### config.mk
export PLATFORM = sky130hd
export DESIGN_NAME = fetch_unit_flat
export DESIGN_NICKNAME = d
export VERILOG_FILES = /design/src/rtl/proc_pkg.sv /design/src/rtl/fetch_unit_if.sv /design/src/rtl/pc_reg.sv /design/src/rtl/fetch_unit.sv /design/src/flat_wrapper.sv
export SDC_FILE = /design/constraint.sdc
export NUM_CORES = 1
export LEC_CHECK = 0
export ABC_AREA = 1
export CAP_MARGIN = 20
export CORE_UTILIZATION = 44
export CTS_CLUSTER_SIZE = 8
export DETAILED_ROUTE_END_ITERATION = 8
export PLACE_DENSITY = 0.82
export REMOVE_ABC_BUFFERS = 1
export SLEW_MARGIN = 40
export SYNTH_ARGS = -nofsm -noshare
export SYNTH_HDL_FRONTEND = slang
export SYNTH_SLANG_ARGS = --single-unit
### constraint.sdc
create_clock -name clk -period 1.3 [get_ports clk]
set_input_delay 0.26 -clock clk [delete_from_list [all_inputs] [get_ports clk]]
set_output_delay 0.26 -clock clk [all_outputs]
set_load 0.02 [all_outputs]
### src/rtl/proc_pkg.sv
// Shared processor definitions: default widths, fetch FSM encoding and read destination.
package proc_pkg;

   localparam int unsigned DEF_BUS_WIDTH  = 16;
   localparam int unsigned DEF_ADDR_WIDTH = 8;
   localparam int unsigned DEF_RESET_PC   = 0;

   typedef enum logic {
      S_IDLE = 1'b0,
      S_WAIT = 1'b1
   } fetch_state_e;

   typedef enum logic {
      DEST_IR  = 1'b0,
      DEST_OPR = 1'b1
   } dest_e;

endpackage

### src/rtl/fetch_unit_if.sv
// Request/acknowledge read port between the fetch stage and instruction memory.
interface fetch_unit_if #(
   parameter int unsigned BUS_WIDTH  = 16,
   parameter int unsigned ADDR_WIDTH = 8
);
   logic                  imem_req;
   logic [ADDR_WIDTH-1:0] imem_addr;
   logic [BUS_WIDTH-1:0]  imem_rdata;
   logic                  imem_ack;

   modport master (
      output imem_req,
      output imem_addr,
      input  imem_rdata,
      input  imem_ack
   );

   modport slave (
      input  imem_req,
      input  imem_addr,
      output imem_rdata,
      output imem_ack
   );
endinterface

### src/rtl/pc_reg.sv
// Program counter: increment with wrap, or conditional jump to the operand target.
module pc_reg #(
   parameter int unsigned ADDR_WIDTH = 8,
   parameter int unsigned RESET_PC   = 0
) (
   input  logic                  clk,
   input  logic                  reset_n,
   input  logic                  i_enable,
   input  logic                  i_pc_inc,
   input  logic                  i_jump,
   input  logic                  i_alu_zero,
   input  logic [ADDR_WIDTH-1:0] i_jump_target,
   output logic [ADDR_WIDTH-1:0] o_pc
);

   logic [ADDR_WIDTH-1:0] r_pc;
   logic [ADDR_WIDTH-1:0] w_pc_nxt;

   // A taken jump needs a non-zero ALU result; otherwise pc_inc just advances.
   always_comb begin
      w_pc_nxt = r_pc;
      if (i_pc_inc) begin
         if (i_jump && !i_alu_zero) begin
            w_pc_nxt = i_jump_target;
         end else begin
            w_pc_nxt = r_pc + ADDR_WIDTH'(1);
         end
      end
   end

   always_ff @(posedge clk) begin
      if (!reset_n) begin
         r_pc <= ADDR_WIDTH'(RESET_PC);
      end else if (i_enable) begin
         r_pc <= w_pc_nxt;
      end
   end

   assign o_pc = r_pc;

endmodule

### src/rtl/fetch_unit.sv
// Instruction-fetch stage: owns PC, IR and OPR and runs the instruction-memory read handshake.
module fetch_unit
   import proc_pkg::*;
#(
   parameter int unsigned BUS_WIDTH  = DEF_BUS_WIDTH,
   parameter int unsigned ADDR_WIDTH = DEF_ADDR_WIDTH,
   parameter int unsigned RESET_PC   = DEF_RESET_PC
) (
   input  logic                  clk,
   input  logic                  reset_n,
   input  logic                  enable,
   input  logic                  imem_read,
   input  logic                  opr_sel,
   input  logic                  pc_inc,
   input  logic                  jump,
   input  logic                  alu_zero,
   fetch_unit_if.master          imem,
   output logic [BUS_WIDTH-1:0]  ir,
   output logic [BUS_WIDTH-1:0]  opr,
   output logic                  ir_valid,
   output logic [ADDR_WIDTH-1:0] pc,
   output logic                  busy,
   output logic                  overrun
);

   fetch_state_e          r_state,    w_state_nxt;
   dest_e                 r_dest,     w_dest_nxt;
   logic [BUS_WIDTH-1:0]  r_ir,       w_ir_nxt;
   logic [BUS_WIDTH-1:0]  r_opr,      w_opr_nxt;
   logic [ADDR_WIDTH-1:0] r_addr,     w_addr_nxt;
   logic                  r_req,      w_req_nxt;
   logic                  r_busy,     w_busy_nxt;
   logic                  r_ir_valid, w_ir_valid_nxt;
   logic                  r_overrun,  w_overrun_nxt;
   logic [ADDR_WIDTH-1:0] w_pc;

   // Jump target comes from the registered OPR, so a same-edge OPR write is not seen.
   pc_reg #(
      .ADDR_WIDTH (ADDR_WIDTH),
      .RESET_PC   (RESET_PC)
   ) u_pc_reg (
      .clk           (clk),
      .reset_n       (reset_n),
      .i_enable      (enable),
      .i_pc_inc      (pc_inc),
      .i_jump        (jump),
      .i_alu_zero    (alu_zero),
      .i_jump_target (r_opr[ADDR_WIDTH-1:0]),
      .o_pc          (w_pc)
   );

   always_ff @(posedge clk) begin
      if (!reset_n) begin
         r_state    <= S_IDLE;
         r_dest     <= DEST_IR;
         r_ir       <= '0;
         r_opr      <= '0;
         r_addr     <= ADDR_WIDTH'(RESET_PC);
         r_req      <= 1'b0;
         r_busy     <= 1'b0;
         r_ir_valid <= 1'b0;
         r_overrun  <= 1'b0;
      end else if (enable) begin
         r_state    <= w_state_nxt;
         r_dest     <= w_dest_nxt;
         r_ir       <= w_ir_nxt;
         r_opr      <= w_opr_nxt;
         r_addr     <= w_addr_nxt;
         r_req      <= w_req_nxt;
         r_busy     <= w_busy_nxt;
         r_ir_valid <= w_ir_valid_nxt;
         r_overrun  <= w_overrun_nxt;
      end
   end

   // Next-state and next-output logic; acks seen in IDLE fall through unused.
   always_comb begin
      w_state_nxt    = r_state;
      w_dest_nxt     = r_dest;
      w_ir_nxt       = r_ir;
      w_opr_nxt      = r_opr;
      w_addr_nxt     = r_addr;
      w_req_nxt      = r_req;
      w_busy_nxt     = r_busy;
      w_ir_valid_nxt = 1'b0;
      w_overrun_nxt  = r_overrun;

      unique case (r_state)
         S_IDLE: begin
            if (imem_read) begin
               w_addr_nxt  = w_pc;
               w_dest_nxt  = dest_e'(opr_sel);
               w_req_nxt   = 1'b1;
               w_busy_nxt  = 1'b1;
               w_state_nxt = S_WAIT;
            end
         end
         S_WAIT: begin
            if (imem_read) begin
               w_overrun_nxt = 1'b1;
            end
            if (imem.imem_ack) begin
               if (r_dest == DEST_OPR) begin
                  w_opr_nxt = imem.imem_rdata;
               end else begin
                  w_ir_nxt = imem.imem_rdata;
               end
               w_req_nxt      = 1'b0;
               w_busy_nxt     = 1'b0;
               w_ir_valid_nxt = 1'b1;
               w_state_nxt    = S_IDLE;
            end
         end
         default: begin
            w_state_nxt = S_IDLE;
         end
      endcase
   end

   assign imem.imem_req  = r_req;
   assign imem.imem_addr = r_addr;
   assign ir             = r_ir;
   assign opr            = r_opr;
   assign ir_valid       = r_ir_valid;
   assign pc             = w_pc;
   assign busy           = r_busy;
   assign overrun        = r_overrun;

endmodule

### src/flat_wrapper.sv
// flat-port wrapper written by rule: the top's interface ports become plain ports
module fetch_unit_flat import proc_pkg::*;
#(
   parameter int unsigned BUS_WIDTH  = DEF_BUS_WIDTH,
   parameter int unsigned ADDR_WIDTH = DEF_ADDR_WIDTH,
   parameter int unsigned RESET_PC   = DEF_RESET_PC
)
  (clk, reset_n, enable, imem_read, opr_sel, pc_inc, jump, alu_zero, ir, opr, ir_valid, pc, busy, overrun, imem_imem_req, imem_imem_addr, imem_imem_rdata, imem_imem_ack);
  fetch_unit_if #(.BUS_WIDTH(BUS_WIDTH), .ADDR_WIDTH(ADDR_WIDTH)) imem_i ();
  input  logic clk;
  input  logic reset_n;
  input  logic enable;
  input  logic imem_read;
  input  logic opr_sel;
  input  logic pc_inc;
  input  logic jump;
  input  logic alu_zero;
  output logic [BUS_WIDTH-1:0] ir;
  output logic [BUS_WIDTH-1:0] opr;
  output logic ir_valid;
  output logic [ADDR_WIDTH-1:0] pc;
  output logic busy;
  output logic overrun;
  output wire logic [$bits(imem_i.imem_req)-1:0] imem_imem_req;
  output wire logic [$bits(imem_i.imem_addr)-1:0] imem_imem_addr;
  input wire logic [$bits(imem_i.imem_rdata)-1:0] imem_imem_rdata;
  input wire logic [$bits(imem_i.imem_ack)-1:0] imem_imem_ack;
  assign imem_imem_req = imem_i.imem_req;
  assign imem_imem_addr = imem_i.imem_addr;
  assign imem_i.imem_rdata = imem_imem_rdata;
  assign imem_i.imem_ack = imem_imem_ack;
  fetch_unit #(.BUS_WIDTH(BUS_WIDTH), .ADDR_WIDTH(ADDR_WIDTH), .RESET_PC(RESET_PC)) u_core (.clk(clk), .reset_n(reset_n), .enable(enable), .imem_read(imem_read), .opr_sel(opr_sel), .pc_inc(pc_inc), .jump(jump), .alu_zero(alu_zero), .imem(imem_i), .ir(ir), .opr(opr), .ir_valid(ir_valid), .pc(pc), .busy(busy), .overrun(overrun));
endmodule
==> metrics.md, run 1 <==
| Metric | Value |
|---|---|
| Post-synth top area share | `0.496` |
| Worst IR Drop VDD | `0.571 mV` |
| Yosys cell types | `24` |
| Latest clock arrival within the worst-skew pair | `0.29 ns` |
| Residual DRC | `0` |
| Crit path kind | `flop to primary output` |
| EDFF count, synth | `0` |
| Routed length per instance | `12.1 um` |
| Initial core utilization | `0.456` |
| Largest net degree at the start of global routing | `51` |
| First-pass GRT wire length | `8590 um` |
| Vias in the first global route | `1933` |
| # rows | `25` |
| Worst r2r path cells | `8` |
| Clock Skew | `0.00433 ns` |
| Antenna viol nets, final | `0` |
| Pins Over Slew Limit | `0` |
| Post-layout util | `0.655` |
| P_sw | `0.000767 W` |
| Fraction of registers with async set or reset after synthesis | `0` |
| Worst Max-Slew Pin Slew | `0.218 ns` |
| Hold_buf cts | `0` |
| Final count of negative-setup-slack endpoints | `0` |
| Switching Share | `0.253` |
| Full die area | `0.00515 sq mm` |
| RSZ-0062 raised after global routing | `yes` |
| Mapped Area | `0.00214 sq mm` |
| Internal Power | `0.00227 W` |
| CP arrival | `1.00 ns` |
| Placer Congestion | `0.852` |
| Startpoint Class | `flop` |
| Initial DRC count | `115` |
| Reg-to-Reg Start | `u_core.u_pc_reg.o_pc[0]` |
| CP endpoint kind | `primary output` |
| Hold path endpoint | `u_core.ir_valid` |
| Area Overhead vs Synth | `43.7%` |
| Final period utilization | `0.968` |
| Hold path depth | `4` |
| HPWL Detailed | `3570 um` |
| Slowest Stage Delay on Critical Path | `0.36 ns` |
| CORE AREA | `0.00469 sq mm` |
| Inserted Diodes | `0` |
| Placed inst area | `0.00302 sq mm` |
| Synth area leader | `dfxtp_1` |
| Clock share of power | `0.288` |
| Final Net Count | `389` |
| R2R Path End | `u_core.u_pc_reg.o_pc[6]` |
| P_leak | `1.47 nW` |
| Total GRT Usage | `0.209` |
| Synth cell count leaders | `70 x nor2_1, 53 x dfxtp_1, 38 x o21ai_0` |
| Ys Warns | `0` |
| Die extent in y | `71.7 um` |
| Cells after Synth | `275` |
| H-Tree Depth | `2` |
| Drt total wl | `5050 um` |
| Top-count cell post-synth | `nor2_1` |
| Initial antenna violation count | `0` |
| Crit-path cells | `dlygate4sd2_1` |
| Dominant synthesized flop cell | `dfxtp_1` |
| Io pins | `77` |
| Total gr overflow | `0` |
| Die width | `71.7 um` |
| Req. time, crit path | `1.04 ns` |
| Vias | `2043` |
| CP Depth | `1` |
| Clk slew on worst S/H paths | `0.09 ns` |
| CTS buffer count | `5` |
| Via-per-instance ratio | `4.89` |
| Seq pwr share | `0.564` |
| Buffers and inverters on the worst path | `1` |
| Pwr dens | `988 mW/mm^2` |
| Root Buffer | `clkbuf_8` |
| Layout cells sized above 1 | `0.140` |
| Avg Cell Area, Syn | `7.78 sq um` |
| TritonCTS clock tree | `built` |
| Synth top area cells | `dfxtp_1 50%, nor2_1 12%, o21ai_0 8.9%` |
| Reg2Reg Setup Slack | `0.07 ns` |
| Final hold viol count | `0` |
| Top cell family by delay on the critical path | `flip-flops` |
| Flops & latches, synth | `53` |
| Max Cap Viol | `0` |
| Worst slew margin | `0.853` |
| Final min period | `1.26 ns` |
| CP max FO | `3` |
| Hold wc startpoint | `enable` |
| Seq/Total Area, Yosys | `0.496` |
| First-pass DRT Iterations | `4` |
| Fin area | `0.00307 sq mm` |
| Logic pwr share | `0.148` |
| Fmax | `794 MHz` |
| I/O Buffers | `76` |
| Worst path slowest cell | `dfxtp_1` |
| Outcome | `finished clean` |
| Deepest clock path buffer count | `2` |
| Post-CTS Setup Bufs | `0` |
| CTS sink count | `53` |
| Min-delay worst type | `input pin to flop` |
power groups by stage:
stage               Combinational, W  Clock, W  Sequential, W
CTS                         0.000442  0.000896        0.00171
finish                      0.000448  0.000875        0.00171
global placement            0.000469         0        0.00175
detailed placement          0.000477         0        0.00175
floorplan                   0.000128         0        0.00182
global route                0.000496  0.000959        0.00172
worst max path at each step:
stage	from	end	slack, ns
2_1_floorplan	u_core.u_pc_reg.o_pc[0]	u_core.u_pc_reg.o_pc[6]	-0.005
3_3_place_gp	enable	u_core.u_pc_reg.o_pc[3]	-0.25
3_5_place_dp	jump	u_core.u_pc_reg.o_pc[5]	-0.27
4_1_cts	u_core.opr[6]	opr[6]	0.01
5_1_grt	u_core.u_pc_reg.o_pc[0]	u_core.u_pc_reg.o_pc[6]	-0.02
6_report	u_core.opr[2]	opr[2]	0.04
registers in the layout (all words and copies together) (netlist names):
register	cells
u_core.u_pc_reg.o_pc	8
u_core.r_dest	1
u_core.imem.imem_addr	8
u_core.ir_valid	1
u_core.r_state	1
u_core.ir	16
u_core.opr	16
u_core.imem.imem_req	1
u_core.overrun	1
metrics by stage:
stage          hold slack (ns)  TNS [ns]  power (W)  instances  worst slack [ns]
2_1_floorplan            0.378  -0.00451    0.00195        262          -0.00451
6_report                 0.357         0    0.00304        418            0.0410
3_3_place_gp             0.454     -9.73    0.00222        409            -0.253
3_5_place_dp             0.460    -10.63    0.00223        409            -0.266
5_1_grt                  0.402   -0.0245    0.00318        418           -0.0240
4_1_cts                  0.475         0    0.00305        417           0.00966
repair_timing:
action	in CTS	in global routing
endpoints found under the setup margin	52	41
gates resized for setup	53	25
pin swaps	0	1
gates cloned	0	1
layout make-up:
| cell class | count | area (sq um) |
|---|---|---|
| fillers | 409 | 1620 |
| well taps | 54 | 67.6 |
| multi-input cells | 191 | 913 |
| repair inverters | 1 | 5.00 |
| clock buffers | 8 | 80.1 |
| flip-flops and latches | 53 | 1060 |
| inverters | 18 | 83.8 |
| repair buffers | 93 | 862 |
kinds of logic after synthesis:
group,count (synthesis),synth area share
AND/OR/NAND/NOR,123,0.256
flip-flops,53,0.496
adder cells (fa/ha/maj),1,0.00585
AO/OA/AOI/OAI,67,0.160
buffers and inverters,31,0.0825
cells in the final DEF (no fill, tap or decap), drive strengths merged:
cell and instances:
o21a 1, or2 1, dlygate4sd2 42, dfxtp 53
o21ai 50, inv 17, clkdlybuf4s50 21, nand2 31
o211ai 2, clkinvlp 2, ha 1, a21oi 14
buf 17, nand3 8, dlymetal6s2s 3, nor2 83
clkbuf 10, clkdlybuf4s15 8
layer usage:
metal  up-vias  share of wire  global-route usage
met5         -              0                   0
met4         0         0.0091              0.0436
met3         6          0.071              0.0633
met2        70           0.49               0.369
met1       910           0.43               0.251
li1       1057              -                   -
No activity file was read; power rests on OpenSTA's default activity.
==> inputs of run 2 (changes only) <==
Settings changed: CORE_UTILIZATION 44 to 40, PLACE_DENSITY 0.82 to 0.79.
Clock period 1.3 ns to 1 ns, I/O delays scaled along.
==> run 2 against run 1 <==
The flow now finishes with violations (setup timing). Largest power group unchanged. Worst hold slack gained 0.11 ns. Count of clock-buffer cells in the layout shrank 3. Total power grew 49%. First-iteration DRC count grew 5.2%. Critical path depth grew 4. Final cell count grew 11%. Largest cell class is now buffers.
==> metrics.md, run 2 (synthesized netlist as in run 1, its figures left out) <==
| Metric | Value |
|---|---|
| Initial antenna violation count | `0 (unchanged)` |
| Vias | `2298 (+12%)` |
| Antenna viol nets, final | `0 (unchanged)` |
| Final period utilization | `1.18` |
| Fmax | `850 MHz` |
| I/O Buffers | `76 (unchanged)` |
| Placer Congestion | `0.838 (-1.7%)` |
| CP arrival | `1.41 ns (+0.41 ns)` |
| Commonest non-fill, non-tap cell in the layout | `nor2_1` |
| Vias in the first global route | `2221 (+15%)` |
| Inserted Diodes | `0 (unchanged)` |
| Non-filler cells, final | `464 (+11%)` |
| Violated checks | `setup timing` |
| Clk slew on worst S/H paths | `0.09 ns (about the same)` |
| Crit-path cells | `buf_6, nor2_4, buf_6, o21ai_0, nor2_1` |
| CORE AREA | `0.00514 sq mm (+9.5%)` |
| Final count of negative-setup-slack endpoints | `55 (+55)` |
| Deepest clock path buffer count | `2 (unchanged)` |
| Via-per-instance ratio | `4.95 (+1.3%)` |
| Largest net degree at the start of global routing | `51 (unchanged)` |
| First-pass GRT wire length | `9870 um (+15%)` |
| Total gr overflow | `0 (unchanged)` |
| Hold_buf cts | `0 (unchanged)` |
| Full die area | `0.00565 sq mm (+9.7%)` |
| Layout cells sized above 1 | `0.558 (+0.418)` |
| Top cell family by delay on the critical path | `simple AND/OR/NAND/NOR gates` |
| Setup ws final | `-0.176 ns (-0.217 ns)` |
| Min-delay worst type | `input pin to flop` |
| CTS sink count | `53 (unchanged)` |
| CP endpoint kind | `flop` |
| Worst path slowest cell | `dfxtp_4` |
| Initial core utilization | `0.416 (-0.0397)` |
| First-pass DRT Iterations | `4 (unchanged)` |
| Final min period | `1.18 ns` |
| Die extent in y | `75.1 um (+4.7%)` |
| Worst IR Drop VDD | `0.961 mV (+68%)` |
| Crit path kind | `flop to flop` |
| Root Buffer | `clkbuf_8` |
| Commonest cells after routing, fill and taps aside | `62 x nor2_1, 55 x buf_6, 47 x dfxtp_2` |
| Final hold viol count | `0 (unchanged)` |
| P_leak | `1.64 nW (+12%)` |
| Io pins | `77 (unchanged)` |
| HPWL Detailed | `3840 um (+7.5%)` |
| Fin area | `0.00378 sq mm (+23%)` |
| H-Tree Depth | `2 (unchanged)` |
| RSZ-0062 raised after global routing | `yes` |
| CP dominant cell by count | `buf_6` |
| Latest clock arrival within the worst-skew pair | `0.31 ns (+0.02 ns)` |
| Routed length per instance | `14.8 um (+22%)` |
| TritonCTS clock tree | `built` |
| Slowest Stage Delay on Critical Path | `0.37 ns (about the same)` |
| Initial DRC count | `121 (+5.2%)` |
| Clock Skew | `0.0102 ns (+0.00589 ns)` |
| Pins Over Slew Limit | `0 (unchanged)` |
| Area Overhead vs Synth | `76.5%` |
| Final Net Count | `420 (+8.0%)` |
| Placed cell count | `434 (+6.1%)` |
| # rows | `26 (+4.0%)` |
| Buffers and inverters on the worst path | `2 (+1)` |
| Die width | `75.1 um (+4.7%)` |
| Pwr dens | `1200 mW/mm^2 (+22%)` |
| Reg2Reg Setup Slack | `-0.18 ns (-0.25 ns)` |
| Worst slew margin | `0.796 (-0.0570)` |
| Total power | `0.00453 W (+49%)` |
| CTS buffer count | `5 (unchanged)` |
| Total GRT Usage | `0.233 (+0.0244)` |
| Worst Max-Slew Pin Slew | `0.303 ns (+0.0846 ns)` |
| Startpoint Class | `flop` |
| Req. time, crit path | `1.23 ns (+0.19 ns)` |
| Max Cap Viol | `0 (unchanged)` |
| CP max FO | `5 (+2)` |
| Outcome | `finished, violations left` |
| Residual DRC | `0 (unchanged)` |
| Drt total wl | `6850 um (+36%)` |
| Placed inst area | `0.00312 sq mm (+3.3%)` |
run 2: cell types whose count changed in the layout (fill, tap and decap cells not counted), moves of 11 or more:
cell,before,now
o21ai_2,1,14
buf_4,14,37
dlygate4sd2_1,42,4
buf_6,1,55
dfxtp_1,52,1
o21ai_1,12,23
o21ai_0,37,12
dfxtp_2,1,47
run 2: report_power, final:
group / leakage [nW] / switching [W] / total, W / internal [W]
sequential: 0.456 / 0.0000706 / 0.00226 / 0.00219
combinational: 1.13 / 0.000398 / 0.000804 / 0.000407
clock: 0.0546 / 0.000727 / 0.00147 / 0.000743
run 2: per-stage QoR:
stage                util  setup slack [ns]  hold WS, ns  TNS, ns
floorplan               -            -0.305        0.318    -4.15
global placement    0.607            -0.496        0.454   -29.27
detailed placement  0.607            -0.562        0.455   -32.67
CTS                 0.662            -0.170        0.436    -2.74
global route        0.735            -0.206        0.506    -7.34
finish              0.735            -0.176        0.470    -4.32
run 2: timing repair:
item / CTS / global route
gates cloned: 3 / 2
pin swaps: 24 / 18
setup buffers: 9 / 10
hold endpoints to repair: 0 / 0
gates resized for setup: 364 / 94
endpoints found under the setup margin: 103 / 104
run 2: final timing paths:
kind,from,to,cells past startpoint
max reg2reg,u_core.r_state,u_core.imem.imem_addr[0],5
min,enable,u_core.ir_valid,4
min reg2reg,u_core.overrun,u_core.overrun,1
max,u_core.r_state,u_core.imem.imem_addr[0],5
run 2: area by class of cell:
cell class | count | area (sq um)
Timing Repair inverter | 2 | 13.8
Fill cell | 369 | 1360
Timing Repair Buffer | 122 | 1240
Multi-Input combinational cell | 192 | 1100
Tap cell | 70 | 87.6
Sequential cell | 53 | 1140
Clock buffer | 5 | 68.8
Inverter | 18 | 87.6
Clock inverter | 2 | 38.8
run 2: worst min-delay path, delay by kind of cell:
kind | cells | cell delay (ns)
AOI/OAI and AO/OA | 1 | 0.05
and+or+nand+nor | 1 | 0.08
buffers and inverters | 2 | 0.41
run 2: layer usage:
metal	wire, um	part of all wire	track usage	up-vias
li1	-	-	-	1130
met1	2520	0.37	0.248	1068
met2	3770	0.55	0.433	85
met3	441	0.064	0.0643	15
met4	127	0.019	0.0988	0
met5	0	0	0	-
==> edit, RTL diff (config.mk and constraints of run 2) <==
Put one more register stage on the output `overrun`. The value now appears one clock later. The other outputs are not delayed to match.
--- a/src/rtl/fetch_unit.sv
+++ b/src/rtl/fetch_unit.sv
@@ -124,7 +124,9 @@
    assign ir_valid       = r_ir_valid;
    assign pc             = w_pc;
    assign busy           = r_busy;
-   assign overrun        = r_overrun;
+   always_ff @(posedge clk) begin
+      overrun <= r_overrun;
+   end
 
 endmodule
 
Check against the original RTL: not equivalent (Yosys sat finds a counterexample within 4 cycles, from zero or initial values and one cycle with reset_n low).
==> edit against run 2 <==
  * The run still ends with setup timing left
  * Worst hold slack got worse by 0.11 ns
  * Area after synthesis rose by 0.94%
  * Count of clock-buffer cells in the layout rose by 1
  * Total power rose by 2.5%
  * Sequential cell count rose by 1
  * Routed wire length rose by 8.9%
  * Setup slack improved by 0.0025 ns
  * Final area rose by 1.3%
  * Highest routed layer unchanged
  * Largest cell class unchanged
  * Sequential power rose by 2%
  * Synthesized cell count rose by 0.36%
  * Critical endpoint is now u_core.ir[4]
  * Fmax rose by 0.21%
==> edit: results (changes against run 2) <==
| Metric | Value |
|---|---|
| Met2 usage | `41.1% (was 43.3%)` |
| Post-synthesis cell count | `276 (was 275)` |
| Synth top area cells | `dfxtp_1 50%, nor2_1 12%, o21ai_0 8.8%, nand2_1 5.2%, a21oi_1 3.2% (was dfxtp_1 50%, nor2_1 12%, o21ai_0 8.9%, nand2_1 5.3%, a21oi_1 3.3%)` |
| Initial drt markers | `169 (was 121)` |
| Final cell count without fillers | `465 (was 464)` |
| Final setup fails | `55 (unchanged)` |
| Met1 layer usage reported by global route | `26.5% (was 24.8%)` |
| Final TNS setup | `-4.05 ns (was -4.32 ns)` |
| Met3 GRT Util | `8.86% (was 6.43%)` |
| DR WL/cell | `16.0 µm (was 14.8 µm)` |
| P_sw | `1.23 mW (was 1.20 mW)` |
| Post-synth ARST share | `0% (unchanged)` |
| Vias in the first global route | `2,171 (was 2,221)` |
| Setup Skew | `0.00635 ns (was 0.0102 ns)` |
| Run status | `finished, violations left (unchanged)` |
| Most frequent cells after synthesis | `70 x nor2_1, 54 x dfxtp_1, 38 x o21ai_0 (was 70 x nor2_1, 53 x dfxtp_1, 38 x o21ai_0)` |
| CP Capture Point | `u_core.ir[4] (was u_core.imem.imem_addr[0])` |
| Max stage delay cell, worst path | `dfxtp_2 (was dfxtp_4)` |
| Dominant synthesized flop cell | `dfxtp_1 (unchanged)` |
| Share of cells above drive strength 1 | `55.7% (was 55.8%)` |
| First-pass GRT wire length | `9980 µm (was 9870 µm)` |
| Hold crit path type | `reg -> reg (was in -> reg)` |
| Via count | `2,357 (was 2,298)` |
| GRT Total Usage | `23.5% (was 23.3%)` |
| Max VDD drop | `0.865 mV (was 0.961 mV)` |
| Sequential-to-total area share from yosys stat | `50.1% (was 49.6%)` |
| Placed insts | `438 (was 434)` |
| Max-slew headroom | `79.3% (was 79.6%)` |
| Setup ws final | `-0.174 ns (was -0.176 ns)` |
| Placed Area | `0.00315 mm² (was 0.00312 mm²)` |
| Critical-path maximum fanout | `11 (was 5)` |
| Setup WS pre-CTS | `-0.524 ns (was -0.562 ns)` |
| Num CTS Buffers | `5 (unchanged)` |
| Number of buffers added on ports | `76 (unchanged)` |
| Placer Congestion | `0.770 (was 0.838)` |
| Leakage | `1.66 nW (was 1.64 nW)` |
| Largest net degree at the start of global routing | `41 (was 51)` |
| Failing checks | `setup timing (unchanged)` |
## edit: changes by cell type after synthesis
cell     delta
dfxtp_1     +1
## edit: cell families (layout without fill, tap and decap cells)
logic type	count (synthesis)	in the layout	share of synthesized area, %
buffers and inverters	31	148	8.17
AOI/OAI and AO/OA	67	67	15.9
DFF	54	54	50.1
and+or+nand+nor	123	125	25.3
adders and majority gates	1	1	0.579
## edit: power by group through the flow
stage / clock network, mW / logic, mW / registers [mW]
finish: 1.48 / 0.854 / 2.31
global route: 1.57 / 0.904 / 2.32
CTS: 1.49 / 0.666 / 2.29
detailed placement: 0 / 0.641 / 2.32
global placement: 0 / 0.631 / 2.32
floorplan: 0 / 0.166 / 2.41
## edit: per-layer routing
metal  share of wire [%]  vias up
met4                 1.7        0
met3                 7.2       13
li1                    -     1126
met2                  53       97
met5                   0        -
met1                  38     1121
## edit: final cells by class
| cell class | instances | area, µm² |
|---|---|---|
| clock buffers | 6 | 72.6 |
| clock inverters | 2 | 37.5 |
| repair buffers | 120 | 1260 |
| inverters | 18 | 95.1 |
| fillers | 365 | 1310 |
| flip-flops and latches | 54 | 1160 |
| repair inverters | 2 | 23.8 |
| multi-input cells | 193 | 1100 |
| well taps | 70 | 87.6 |
## edit: what timing repair did
action                     4_1_cts  5_1_grt
setup endpoints to repair      103      102
setup buffers                    3       10
cloned                           3        3
resized for setup              366      100
pin swaps                       16        8
## edit: worst min-delay path by stage
stage / cells past startpoint / from / endpoint
floorplan: 1 / reset_n / u_core.r_overrun
detailed placement: 0 / u_core.r_overrun / u_core.overrun
finish: 0 / u_core.r_overrun / u_core.overrun
global placement: 0 / u_core.r_overrun / u_core.overrun
CTS: 0 / u_core.r_overrun / u_core.overrun
global route: 0 / u_core.r_overrun / u_core.overrun
